$ cat config.mk
export PLATFORM = sky130hd
export DESIGN_NAME = ra_digit_display
export DESIGN_NICKNAME = d
export VERILOG_FILES = /design/src/rtl/ra_display_pkg.sv /design/src/rtl/bin2bcd_serial.sv /design/src/rtl/ra_digit_display.sv
export SDC_FILE = /design/constraint.sdc
export NUM_CORES = 1
export LEC_CHECK = 0
export CELL_PAD_IN_SITES_DETAIL_PLACEMENT = 0
export CELL_PAD_IN_SITES_GLOBAL_PLACEMENT = 2
export CORE_MARGIN = 2
export CORE_UTILIZATION = 40
export DETAILED_ROUTE_END_ITERATION = 8
export PLACE_DENSITY = 0.82
export SETUP_SLACK_MARGIN = 0.05
export SYNTH_ARGS = -nofsm -noshare
export SYNTH_HDL_FRONTEND = slang
export SYNTH_SLANG_ARGS = --single-unit
$ cat constraint.sdc
create_clock -name clk -period 4.3 [get_ports clk]
set_input_delay 0.86 -clock clk [delete_from_list [all_inputs] [get_ports clk]]
set_output_delay 0.86 -clock clk [all_outputs]
set_load 0.02 [all_outputs]
$ cat src/rtl/ra_display_pkg.sv
// Shared types and constants for the rolling-average digit display:
// 7-segment digit table, display state encoding and digit width.
package ra_display_pkg;

   localparam int DIGIT_W = 4;
   localparam int SEG_W   = 7;

   localparam logic [SEG_W-1:0] SEG_BLANK = 7'h00;

   // Active-high segments, bit0 = a ... bit6 = g.
   localparam logic [SEG_W-1:0] SEG_DIGIT [10] = '{
      7'h3F, 7'h06, 7'h5B, 7'h4F, 7'h66,
      7'h6D, 7'h7D, 7'h07, 7'h7F, 7'h6F
   };

   typedef enum logic [1:0] {
      BLANK = 2'd0,
      TENS  = 2'd1,
      UNITS = 2'd2
   } disp_state_t;

   function automatic logic [SEG_W-1:0] seg_encode(input logic [DIGIT_W-1:0] digit);
      if (digit > 4'd9) return SEG_BLANK;
      return SEG_DIGIT[digit];
   endfunction

endpackage

$ cat src/rtl/bin2bcd_serial.sv
// Iterative double-dabble: one add-3/shift step per clock, BITS steps per value.
// done and the digit outputs are valid combinationally during the final step.
module bin2bcd_serial
   import ra_display_pkg::*;
#(
   parameter int BITS = 5
) (
   input  logic               clk,
   input  logic               rst,
   input  logic               start,
   input  logic [BITS-1:0]    bin,
   output logic               busy,
   output logic               done,
   output logic [DIGIT_W-1:0] tens,
   output logic [DIGIT_W-1:0] units
);

   localparam int CNT_W = $clog2(BITS + 1);

   logic [BITS-1:0]          r_bin;
   logic [2*DIGIT_W-1:0]     r_bcd;
   logic [CNT_W-1:0]         r_cnt;
   logic                     r_busy;

   logic [DIGIT_W-1:0]       w_tens_adj;
   logic [DIGIT_W-1:0]       w_units_adj;
   logic [2*DIGIT_W-1:0]     w_bcd_shift;

   assign w_tens_adj  = (r_bcd[7:4] >= 4'd5) ? r_bcd[7:4] + 4'd3 : r_bcd[7:4];
   assign w_units_adj = (r_bcd[3:0] >= 4'd5) ? r_bcd[3:0] + 4'd3 : r_bcd[3:0];
   assign w_bcd_shift = {w_tens_adj[DIGIT_W-2:0], w_units_adj, r_bin[BITS-1]};

   assign busy  = r_busy;
   assign done  = r_busy && (r_cnt == CNT_W'(1));
   assign tens  = w_bcd_shift[7:4];
   assign units = w_bcd_shift[3:0];

   // NOTE: sequential state uses non-blocking assignments so every register
   // samples pre-edge values regardless of statement order.
   always_ff @(posedge clk or posedge rst) begin
      if (rst) begin
         r_bin  <= '0;
         r_bcd  <= '0;
         r_cnt  <= '0;
         r_busy <= 1'b0;
      end else if (start && !r_busy) begin
         r_bin  <= bin;
         r_bcd  <= '0;
         r_cnt  <= CNT_W'(BITS);
         r_busy <= 1'b1;
      end else if (r_busy) begin
         r_bin <= r_bin << 1;
         r_bcd <= w_bcd_shift;
         r_cnt <= r_cnt - CNT_W'(1);
         if (r_cnt == CNT_W'(1)) r_busy <= 1'b0;
      end
   end

endmodule

$ cat src/rtl/ra_digit_display.sv
// Converts the rolling average to two decimal digits and time-multiplexes them
// onto one registered 7-segment output; the decimal point marks the tens digit.
module ra_digit_display
   import ra_display_pkg::*;
#(
   parameter int BITS_PER_ELEM      = 5,
   parameter int DWELL_CYCLES       = 1024,
   parameter int BLANK_LEADING_ZERO = 1
) (
   input  logic                     clk,
   input  logic                     rst,
   input  logic [BITS_PER_ELEM-1:0] i_ra,
   input  logic                     i_ra_valid,
   output logic [SEG_W-1:0]         o_seg,
   output logic                     o_dp,
   output logic                     o_busy
);

   localparam int CNT_W = $clog2(DWELL_CYCLES);
   localparam logic [CNT_W-1:0] CNT_LAST = CNT_W'(DWELL_CYCLES - 1);
   localparam bit SKIP_ZERO = (BLANK_LEADING_ZERO != 0);

   logic [BITS_PER_ELEM-1:0] r_pend_val;
   logic                     r_pend;
   logic [DIGIT_W-1:0]       r_tens;
   logic [DIGIT_W-1:0]       r_units;
   logic [CNT_W-1:0]         r_cnt;
   disp_state_t              r_state;

   logic                     w_busy;
   logic                     w_done;
   logic                     w_start;
   logic [BITS_PER_ELEM-1:0] w_start_val;
   logic [DIGIT_W-1:0]       w_conv_tens;
   logic [DIGIT_W-1:0]       w_conv_units;
   logic                     w_term;
   disp_state_t              w_state_nxt;
   logic [DIGIT_W-1:0]       w_tens_nxt;
   logic [DIGIT_W-1:0]       w_units_nxt;
   logic [CNT_W-1:0]         w_cnt_nxt;
   logic [SEG_W-1:0]         w_seg_nxt;
   logic                     w_dp_nxt;

   // A held pending value takes priority; a strobe in that cycle refills pending.
   assign w_start     = !w_busy && (r_pend || i_ra_valid);
   assign w_start_val = r_pend ? r_pend_val : i_ra;
   assign w_term      = (r_cnt == CNT_LAST);
   assign o_busy      = w_busy;

   bin2bcd_serial #(
      .BITS (BITS_PER_ELEM)
   ) u_bin2bcd (
      .clk   (clk),
      .rst   (rst),
      .start (w_start),
      .bin   (w_start_val),
      .busy  (w_busy),
      .done  (w_done),
      .tens  (w_conv_tens),
      .units (w_conv_units)
   );

   always_ff @(posedge clk or posedge rst) begin
      if (rst) begin
         r_pend     <= 1'b0;
         r_pend_val <= '0;
      end else if (w_busy && i_ra_valid) begin
         r_pend     <= 1'b1;
         r_pend_val <= i_ra;
      end else if (!w_busy && r_pend) begin
         r_pend <= i_ra_valid;
         if (i_ra_valid) r_pend_val <= i_ra;
      end
   end

   // NOTE: every always_comb output gets a default first so no path infers a latch.
   always_comb begin
      w_state_nxt = r_state;
      w_tens_nxt  = r_tens;
      w_units_nxt = r_units;
      w_cnt_nxt   = r_cnt;
      if (w_done) begin
         w_tens_nxt  = w_conv_tens;
         w_units_nxt = w_conv_units;
         w_cnt_nxt   = '0;
         w_state_nxt = (SKIP_ZERO && w_conv_tens == '0) ? UNITS : TENS;
      end else begin
         unique case (r_state)
            TENS: begin
               if (w_term) begin
                  w_cnt_nxt   = '0;
                  w_state_nxt = UNITS;
               end else begin
                  w_cnt_nxt = r_cnt + CNT_W'(1);
               end
            end
            UNITS: begin
               if (w_term) begin
                  w_cnt_nxt = '0;
                  if (!(SKIP_ZERO && r_tens == '0)) w_state_nxt = TENS;
               end else begin
                  w_cnt_nxt = r_cnt + CNT_W'(1);
               end
            end
            default: ;
         endcase
      end
   end

   // Outputs are decoded from next-state so the registered pins change with the state.
   always_comb begin
      w_seg_nxt = SEG_BLANK;
      w_dp_nxt  = 1'b0;
      unique case (w_state_nxt)
         TENS: begin
            w_seg_nxt = seg_encode(w_tens_nxt);
            w_dp_nxt  = 1'b1;
         end
         UNITS:   w_seg_nxt = seg_encode(w_units_nxt);
         default: ;
      endcase
   end

   always_ff @(posedge clk or posedge rst) begin
      if (rst) begin
         r_state <= BLANK;
         r_tens  <= '0;
         r_units <= '0;
         r_cnt   <= '0;
         o_seg   <= SEG_BLANK;
         o_dp    <= 1'b0;
      end else begin
         r_state <= w_state_nxt;
         r_tens  <= w_tens_nxt;
         r_units <= w_units_nxt;
         r_cnt   <= w_cnt_nxt;
         o_seg   <= w_seg_nxt;
         o_dp    <= w_dp_nxt;
      end
   end

endmodule

### Word-level counts from Yosys, hierarchy flattened

Memories as Yosys holds them, arrays and structs flattened.
Index checks and enable logic that the tools add are counted.

* add/subtract/negate cells: 4
* $lt $le $gt $ge: 6
* equality and inequality tests: 6
* mux-type cells: 42
* bitwise operators: 2
* reduce and logical (&&, ||, !) cells: 15

Operators by type and width (count)
* $mux 7: 8
* $mux 10: 3
* $mux 5: 6
* $mux 8: 2
* $pmux 7 s2: 1
* $mux 4: 3
* $add 10x1->10 const B: 1
* $eq 10x10->1 const B: 1
* $ge 5x5->1 const B: 2
* $mux 1: 10
* $mux 2: 5
* $not 4->5: 2
* $mux 3: 3
* $ge 4x3->1 const B: 2
* $gt 4x4->1 const B: 2
* $logic_not 4->1: 2
* $reduce_bool 2->1: 4
* $logic_and 1x1->1: 5
* $add 4x2->4 const B: 1
* $eq 2x1->1 const B: 2
* $eq 2x2->1 const B: 2
* $pmux 2 s2: 1
* $add 3x2->3 const B: 1
* $eq 3x1->1 const B: 1
* 5 further kinds: 5

* bits in registers: 51
* memory bits (read-only): 224
* input port bits: 8
* output and inout port bits: 9
* logic and storage cells: 89
* memories: 2

Memory list
* (no name shown): words 16, width 7, rd ports 1, clocked after Yosys merged registers in 0, write ports 0, RTL line ra_display_pkg.sv:24 `return SEG_DIGIT[digit];`
* (no name shown): words 16, width 7, rd ports 1, clocked after Yosys merged registers in 0, write ports 0, RTL line ra_display_pkg.sv:24

### Depth between registers and ports, before layout

Gate-level depths: netlist (run 1).

* word-level depth: 9
* mapped depth: 15
* depth with buffers taken out: 14

### Cells and area by module

Synthesis (run 1) repeated with hierarchy kept, for this count alone.

* cell total of the unflattened synthesis: 329
* area total of the unflattened synthesis: 3196.8 µm²

By module, submodules not included
* ra_digit_display: instances 1, cells each 216, area each 2162.1 µm², sequential area each 850.8 µm²
* bin2bcd_serial: instances 1, cells each 113, area each 1034.7 µm², sequential area each 425.4 µm²

### Worst setup path after synthesis (run 1)

OpenSTA, ideal clock, no wires.

* kind: register to register
* start: reg u_bin2bcd.r_bcd[4]
* end: reg o_seg[0]
* setup time: 66 ps
* arrival time: 2598 ps
* data required time: 4234 ps
* path slack: 1636 ps
* stages on the path, launching flop included: 11
* buffers on the path: 0
* clock period less this slack: 2664 ps
* path through: dfrtp_1 -> ha_1 -> nand2b_1 -> a211oi_1 -> nor2_1 -> nor4_1 -> nor3_1 -> ha_1 -> nand2b_1 -> a311oi_1 -> a22o_1

* elaborated cells on any way between the ends: 18
* those cells by class: add/sub: 1; order compare: 2; eq/ne: 2; mux: 10; bitwise: 1; reduce/logical: 1; memory: 1

RTL lines
* start, declared: RTL line bin2bcd_serial.sv:21 `logic [2*DIGIT_W-1:0] r_bcd;`
* start signal, assigned: RTL line bin2bcd_serial.sv:53 `r_bcd <= w_bcd_shift;`
* $ge 4x3->1 / $add 3x2->3 (equally long branches): RTL line bin2bcd_serial.sv:29 `assign w_tens_adj = (r_bcd[7:4] >= 4'd5) ? r_bcd[7:4] + 4'd3 : r_bcd[7:4];`
* $mux 3 *: RTL line bin2bcd_serial.sv:29
* $logic_not 4->1 *: RTL line ra_digit_display.sv:86 `w_state_nxt = (SKIP_ZERO && w_conv_tens == '0) ? UNITS : TENS;`
* $mux 2 *: RTL line ra_digit_display.sv:86
* $mux 2 *: RTL line ra_digit_display.sv:82 `if (w_done) begin`
* via w_state_nxt[0]: RTL line ra_digit_display.sv:37 `disp_state_t w_state_nxt;`
* $eq 2x2->1 / $eq 2x1->1 (equally long branches): RTL line ra_digit_display.sv:114 `unique case (w_state_nxt)`
* $pmux 7 s2 *: RTL line ra_digit_display.sv:114
* via w_seg_nxt[0]: RTL line ra_digit_display.sv:41 `logic [SEG_W-1:0] w_seg_nxt;`
* end signal, assigned: RTL line ra_digit_display.sv:137 `o_seg <= w_seg_nxt;`
* end, declared: RTL line ra_digit_display.sv:14 `output logic [SEG_W-1:0] o_seg,`

Mark *: on every way through the listed nets, which the timed path passes. The rest lies on a longest branch. The select of a mux whose other input is x is not followed.
A chain may end at the register's enable or synchronous reset.

### Worst setup path in the final report (run 1)

* start: reg u_bin2bcd.r_cnt[1]
* end: reg o_seg[0]

* elaborated cells on any way between the ends: 24
* those cells by class: order compare: 2; eq/ne: 3; mux: 14; bitwise: 2; reduce/logical: 1; memory: 2

RTL lines
* start, declared: RTL line bin2bcd_serial.sv:22 `logic [CNT_W-1:0] r_cnt;`
* start signal, assigned: RTL line bin2bcd_serial.sv:49 `r_cnt <= CNT_W'(BITS);`
* start signal, assigned: RTL line bin2bcd_serial.sv:54 `r_cnt <= r_cnt - CNT_W'(1);`
* $eq 3x1->1 *: RTL line bin2bcd_serial.sv:34 `assign done = r_busy && (r_cnt == CNT_W'(1));`
* $logic_and 1x1->1 *: RTL line bin2bcd_serial.sv:34
* $mux 2 *: RTL line ra_digit_display.sv:82
* via w_state_nxt[0]: RTL line ra_digit_display.sv:37
* $eq 2x2->1 / $eq 2x1->1 (equally long branches): RTL line ra_digit_display.sv:114
* $pmux 7 s2 *: RTL line ra_digit_display.sv:114
* via w_seg_nxt[0]: RTL line ra_digit_display.sv:41

Marked as above.

==> results of run 1 <==
[area by class of cell]
cell class | instances | area share (%)
flip-flops and latches | 51 | 38.59
clock inverters | 2 | 0.3784
well taps | 99 | 3.746
multi-input cells | 227 | 46.50
clock buffers | 6 | 2.194
repair buffers | 21 | 5.978
inverters | 23 | 2.611
[sequential cells by signal, indices dropped and copies added, names as in the netlist]
signal and flops:
r_pend 1, r_state 2, u_bin2bcd.r_cnt 3, r_pend_val 5
o_dp 1, u_bin2bcd.r_bcd 8, r_units 4, r_cnt 10
o_seg 7, u_bin2bcd.r_bin 5, r_tens 4, u_bin2bcd.busy 1
[power by group through the flow]
stage               Clock, mW  Sequential [mW]  Combinational (mW)
floorplan                   0            0.791                1.17
global placement            0            0.822                1.51
detailed placement          0            0.822                1.50
CTS                     0.283            0.811                1.52
global route            0.300            0.842                1.70
finish                  0.269            0.811                1.51
[logic make-up (layout without fill, tap and decap cells)]
family                   count (synthesis)  in the layout  synth area share (%)
AND/OR/NAND/NOR                        100            100                 17.07
buffers and inverters                   38             52                 5.464
XOR/XNOR                                 5              5                 1.471
multiplexers                            12             12                 4.287
AO/OA/AOI/OAI                           88             88                 19.67
adder cells (fa/ha/maj)                 22             22                 9.163
flip-flops                              51             51                 42.88
[synth_stat cells, types with 3 or more instances]
master	n
a21oi_1	26
o21ai_1	3
nor2b_1	3
ha_1	21
nor3_1	6
a211o_1	3
nor2_1	26
nand3_1	7
nor3b_1	4
buf_2	4
o21ai_0	19
nor4_1	3
xnor2_1	4
dfrtp_1	51
clkbuf_1	8
nand2b_1	6
and2_1	5
mux2_2	6
a211oi_1	3
nand2_1	24
mux2i_1	6
or3_1	5
inv_1	22
a22o_1	9
[how the worst min path moves through the flow]
stage	cells after the start	endpoint
global route	1	r_pend_val[3]$_DFFE_PP0P_
finish	2	u_bin2bcd.r_bin[1]$_DFFE_PP0P_
floorplan	2	u_bin2bcd.r_cnt[1]$_DFFE_PP0P_
CTS	2	u_bin2bcd.r_bin[2]$_DFFE_PP0P_
detailed placement	2	u_bin2bcd.r_bin[2]$_DFFE_PP0P_
global placement	2	u_bin2bcd.r_bin[1]$_DFFE_PP0P_
[routing by layer]
layer | up-vias | wire (um) | track usage [%]
met5 | - | 0 | 0
li1 | 1139 | - | -
met4 | 0 | 65 | 4.615
met1 | 1110 | 3145 | 23.04
met3 | 6 | 182 | 3.005
met2 | 33 | 2890 | 26.00
[per-stage QoR]
| step | hold WS [ns] | utilization (%) |
|---|---|---|
| global placement | 0.4651 | 44.66 |
| floorplan | 0.4498 | - |
| CTS | 0.4965 | 45.84 |
| global route | 0.5231 | 45.84 |
| finish | 0.4867 | 45.84 |
| detailed placement | 0.4719 | 44.66 |
[worst register-to-register path, stage by stage (launching register included)]
cell	delay (ns)
dfrtp_1	0.38
inv_1	0.08
ha_1	0.15
and3b_1	0.46
nand3_1	0.22
nor4_1	0.54
nor3_1	0.16
ha_1	0.34
nand2b_1	0.20
a311oi_1	0.38
a22o_1	0.21
==> flow_summary.toml, run 1 <==
[clock_network]
cts-hold-fix-buffers = 0
clk_path_buf_depth = 2
clock_latency_ns = 0.30
cts_inserted_buffers = 5
path_clk_slew_ns = 0.09
htreeDepth = 2
root_buffer = "clkbuf_8"
post_cts_resized = 0
cts_tree = "yes"
post_cts_buffers = 0
cts_num_sinks = 51

[synth]
async_flop_share_pct = 100.0
ys_ff_latch = 51
yosys.area.top_type = "dfrtp_1"
yosysWarnings = 0
syn_inst = 316
synth_edf_count = 0
synth_area_mm2 = 0.002977
syn_area_per_cell_um2 = 9.420
synth_flop_cell = "dfrtp_1"
seq_area_frac_synth_pct = 42.88
synth_fp_nets = 345
synth.top_cell.area_share_pct = 42.88
synth_area_leaders = "dfrtp_1 (43%), ha_1 (8.8%), a21oi_1 (4.4%), nor2_1 (3.3%), o21ai_0 (3.2%)"
synth.distinct_cells = 57

[flow_run]
drv_cap = 0

[finish]
stdcell_area_mm2 = 0.003307
seq_area_mm2 = 0.001276
fin_nets = 358
multiInputGateArea_mm2 = 0.001538
final_cells = 429
n_antenna_cell = 0
syn2layout_area_growth_pct = 11.10
drive_above_1_share_pct = 7.879
fillCellCount = 716
final_common_cell = "dfrtp_1"
final_cell_mix = "dfrtp_1 (51), a21oi_1 (26), nor2_1 (26)"

[global_routing]
grt_remaining_overflow = 0
grt_pass1_wl_mm = 11.05
grt_antenna_before_repair = 0
grt_pass1_vias = 2257
grt_util_all_layers_pct = 16.37
grt_max_degree = 28

[timing]
tightest_slew_ns = 0.5705
hold_violations = 0
fin_crit_ns = 3.158
setup_slack_ns = 1.142
fin_worst_skew_ns = 0.008133
drv_slew = 0
fin_setup_tns_ns = 0
slew_headroom_pct = 61.62
max_freq_ghz = 0.3166
setup_violations = 0
post-route-period-util_pct = 73.45
grt_setup_unrepaired = "false"

[worst_setup_path]
worstPathMaxFanout = 11
r2r_end = "o_seg[0]$_DFF_PP0_"
critPathCaptureType = "flip-flop"
cpMostUsedCell = "ha_1"
r2r_slack_ns = 1.14
path_class = "flip-flop to flip-flop"
critPathRequiredTime_ns = 4.55
crit_buf_inv = 1
r2r_start = "u_bin2bcd.r_cnt[1]$_DFFE_PP0P_"
crit_end = "o_seg[0]$_DFF_PP0_"
cp.arrival_ns = 3.41
worstPathCellList = "inv_1, ha_1, and3b_1, nand3_1, nor4_1, nor3_1, ha_1, nand2b_1, a311oi_1, a22o_1"
slowest_stage = "nor4_1"
r2r_cells = 10
start_kind = "flip-flop"
critPathLaunch = "u_bin2bcd.r_cnt[1]$_DFFE_PP0P_"
cp_num_cells = 10
critPathMaxStageDelay_ns = 0.54
crit_family = "simple AND/OR/NAND/NOR gates"

[drt]
drt_pass1_iterations = 4
routed_wl_mm = 6.285
antenna_left = 0
drc = 0
wire_per_inst_um = 14.65
num_vias = 2288
routed_via_density = 5.333
drt_iter0_markers = 97

[pwr]
power_mw = 2.592
intPower_mw = 1.384
swShare_pct = 46.61
netSwitchingPower_mw = 1.208
clock_power_share_pct = 10.4
seqPwrFrac_pct = 31.3
p_leak_nw = 1.465
p_per_area_mw_per_mm2 = 784.0
pwr-share-comb_pct = 58.3
ir_worst_vdd_mv = 0.3088

[floorplanning]
start_util_pct = 41.26
die_area_mm2 = 0.008148
core_mm2 = 0.007214
chipWidth_um = 90.27
fp-row-count = 31
io-pin-count = 17
dieHeight_um = 90.27

[hold_path]
worstHoldStart = "u_bin2bcd.r_bin[0]$_DFFE_PP0P_"
min_path_type = "flip-flop to flip-flop"

[placement]
placed_area_mm2 = 0.003222
place_ws_ns = 1.179
gp_congestion = 0.8014
placedCellCount = 421
port-buffer-count = 16
dp_hpwl_mm = 4.499

[run_status]
status = "finished, final reports clean"
No activity file was read; power rests on OpenSTA's default activity.
==> inputs of run 2 (changes only) <==
- CORE_UTILIZATION: 40 -> 38
- PLACE_DENSITY: 0.82 -> 0.78
- clock period: 4.3 -> 3.1 ns (I/O delays scaled with it)
==> run 2 against run 1 <==
Net effect: sequential power is 38% higher; cell area grew 3.9%; largest cell class unchanged; critical path depth is 1 higher; die area rose by 5.0%; largest power group unchanged.
==> flow_summary.toml, run 2 (same netlist as run 1, synthesis figures left out) <==
[timing]
post-route-period-util_pct = 90.51
drv_slew = 0
hold_violations = 0
tightest_slew_ns = 0.6246
max_freq_ghz = 0.3564
fin_crit_ns = 2.806
slew_headroom_pct = 58.04
setup_violations = 0
fin_worst_skew_ns = 0.009849
grt_setup_unrepaired = "false"
fin_setup_tns_ns = 0

[worst_setup_path]
worstPathMaxFanout = 4
cp.arrival_ns = 3.06
critPathRequiredTime_ns = 3.35
path_class = "flip-flop to flip-flop"
start_kind = "flip-flop"
critPathCaptureType = "flip-flop"

[drt]
num_vias = 2279
drc = 0
routed_wl_mm = 6.222
antenna_left = 0
wire_per_inst_um = 14.05
drt_pass1_iterations = 4
routed_via_density = 5.144
drt_iter0_markers = 78

[clock_network]
cts_num_sinks = 51
cts-hold-fix-buffers = 0
clk_path_buf_depth = 2
htreeDepth = 2
root_buffer = "clkbuf_8"
path_clk_slew_ns = 0.10
cts_inserted_buffers = 5
cts_tree = "yes"
clock_latency_ns = 0.31

[finish]
fin_nets = 369
regMostFlops = "r_cnt"
syn2layout_area_growth_pct = 15.38
drive_above_1_share_pct = 12.02
seq_area_mm2 = 0.001276
top_regs = "r_cnt (10), u_bin2bcd.r_bcd (8), o_seg (7)"
final_common_cell = "dfrtp_1"
n_antenna_cell = 0
final_cells = 443
fillCellCount = 758
largest_reg_flops = 10
final_cell_mix = "dfrtp_1 (51), a21oi_1 (26), nor2_1 (26)"
multiInputGateArea_mm2 = 0.001551

[run_status]
status = "finished, final reports clean"

[global_routing]
grt_util_all_layers_pct = 15.64
grt_antenna_before_repair = 0
grt_pass1_vias = 2189
grt_max_degree = 27
grt_pass1_wl_mm = 10.72
grt_remaining_overflow = 0

[pwr]
ir_worst_vdd_mv = 0.4339
p_per_area_mw_per_mm2 = 1103
p_leak_nw = 1.537

[floorplanning]
io-pin-count = 17
chipWidth_um = 92.51
die_area_mm2 = 0.008557
start_util_pct = 38.92
core_mm2 = 0.007647
fp-row-count = 32
dieHeight_um = 92.51

[placement]
gp_congestion = 0.7799
placedCellCount = 435
port-buffer-count = 16
dp_hpwl_mm = 4.661

[flow_run]
drv_cap = 0

[hold_path]
min_path_type = "flip-flop to flip-flop"
run 2: cell count changes in the layout (fill, tap and decap cells not counted), sizes merged:
cell | previous run | this run
buf | 5 | 16
bufinv | 0 | 1
clkbuf | 6 | 5
clkinv | 1 | 2
clkinvlp | 1 | 0
run 2: where the power goes:
| part | leakage, nW | total [mW] | internal [mW] | switching (mW) |
|---|---|---|---|---|
| Clock | 0.0581 | 0.470 | 0.241 | 0.229 |
| Combinational | 0.837 | 2.20 | 0.931 | 1.26 |
| Sequential | 0.642 | 1.12 | 0.914 | 0.209 |
| Total | 1.54 | 3.79 | 2.09 | 1.70 |
run 2: final timing paths:
| check | endpoint | startpoint | depth (start not counted) | slack, ns |
|---|---|---|---|---|
| max | o_seg[3]$_DFF_PP0_ | u_bin2bcd.r_bcd[4]$_DFFE_PP0P_ | 11 | 0.29 |
| min | u_bin2bcd.r_cnt[1]$_DFFE_PP0P_ | u_bin2bcd.r_cnt[1]$_DFFE_PP0P_ | 2 | 0.48 |
| min reg2reg | u_bin2bcd.r_cnt[1]$_DFFE_PP0P_ | u_bin2bcd.r_cnt[1]$_DFFE_PP0P_ | 2 | 0.48 |
| max in group asynchronous | o_seg[2]$_DFF_PP0_ | rst | 3 | 1.94 |
| min in group asynchronous | u_bin2bcd.r_bcd[6]$_DFFE_PP0P_ | rst | 2 | 0.57 |
| max reg2reg | o_seg[3]$_DFF_PP0_ | u_bin2bcd.r_bcd[4]$_DFFE_PP0P_ | 11 | 0.29 |
run 2: repair_timing:
| item | 4_1_cts | 5_1_grt |
|---|---|---|
| endpoints found under the setup margin | 0 | 3 |
| buffers inserted | 0 | 0 |
| gates resized for setup | 0 | 3 |
run 2: cell type report:
class | count | area share (%)
multi-input cells | 227 | 45.17
flip-flops and latches | 51 | 37.16
clock buffers | 5 | 2.004
inverters | 23 | 2.514
clock inverters | 3 | 1.275
repair buffers | 32 | 8.160
well taps | 102 | 3.716
run 2: critical path, stage by stage, from the launching register on:
cell,delay (ns)
dfrtp_1,0.41
inv_1,0.06
ha_1,0.23
or3b_2,0.49
nand3_1,0.15
nor4_1,0.07
buf_4,0.15
nor3_1,0.23
ha_1,0.30
nand2b_1,0.20
a311oi_2,0.29
a22o_1,0.18
run 2: through the flow:
stage / instance area, um2 / power, mW / hold slack [ns] / worst slack, ns / util [%]
6_report: 3435 / 3.788 / 0.4850 / 0.2941 / 44.91
5_1_grt: 3435 / 4.158 / 0.5128 / 0.1049 / 44.91
4_1_cts: 3421 / 3.789 / 0.4905 / 0.1884 / 44.73
3_5_place_dp: 3308 / 3.303 / 0.4701 / 0.1983 / 43.26
3_3_place_gp: 3308 / 3.327 / 0.4659 / 0.2783 / 43.26
2_1_floorplan: 2977 / 2.715 / 0.4498 / 0.4358 / -
run 2: layer usage:
| metal | GRT usage, % | wire length [um] | up-vias |
|---|---|---|---|
| li1 | - | - | 1169 |
| met2 | 23.97 | 2768 | 28 |
| met3 | 3.092 | 158 | 8 |
| met1 | 22.66 | 3220 | 1074 |
| met5 | 0 | 0 | - |
| met4 | 3.980 | 74 | 0 |
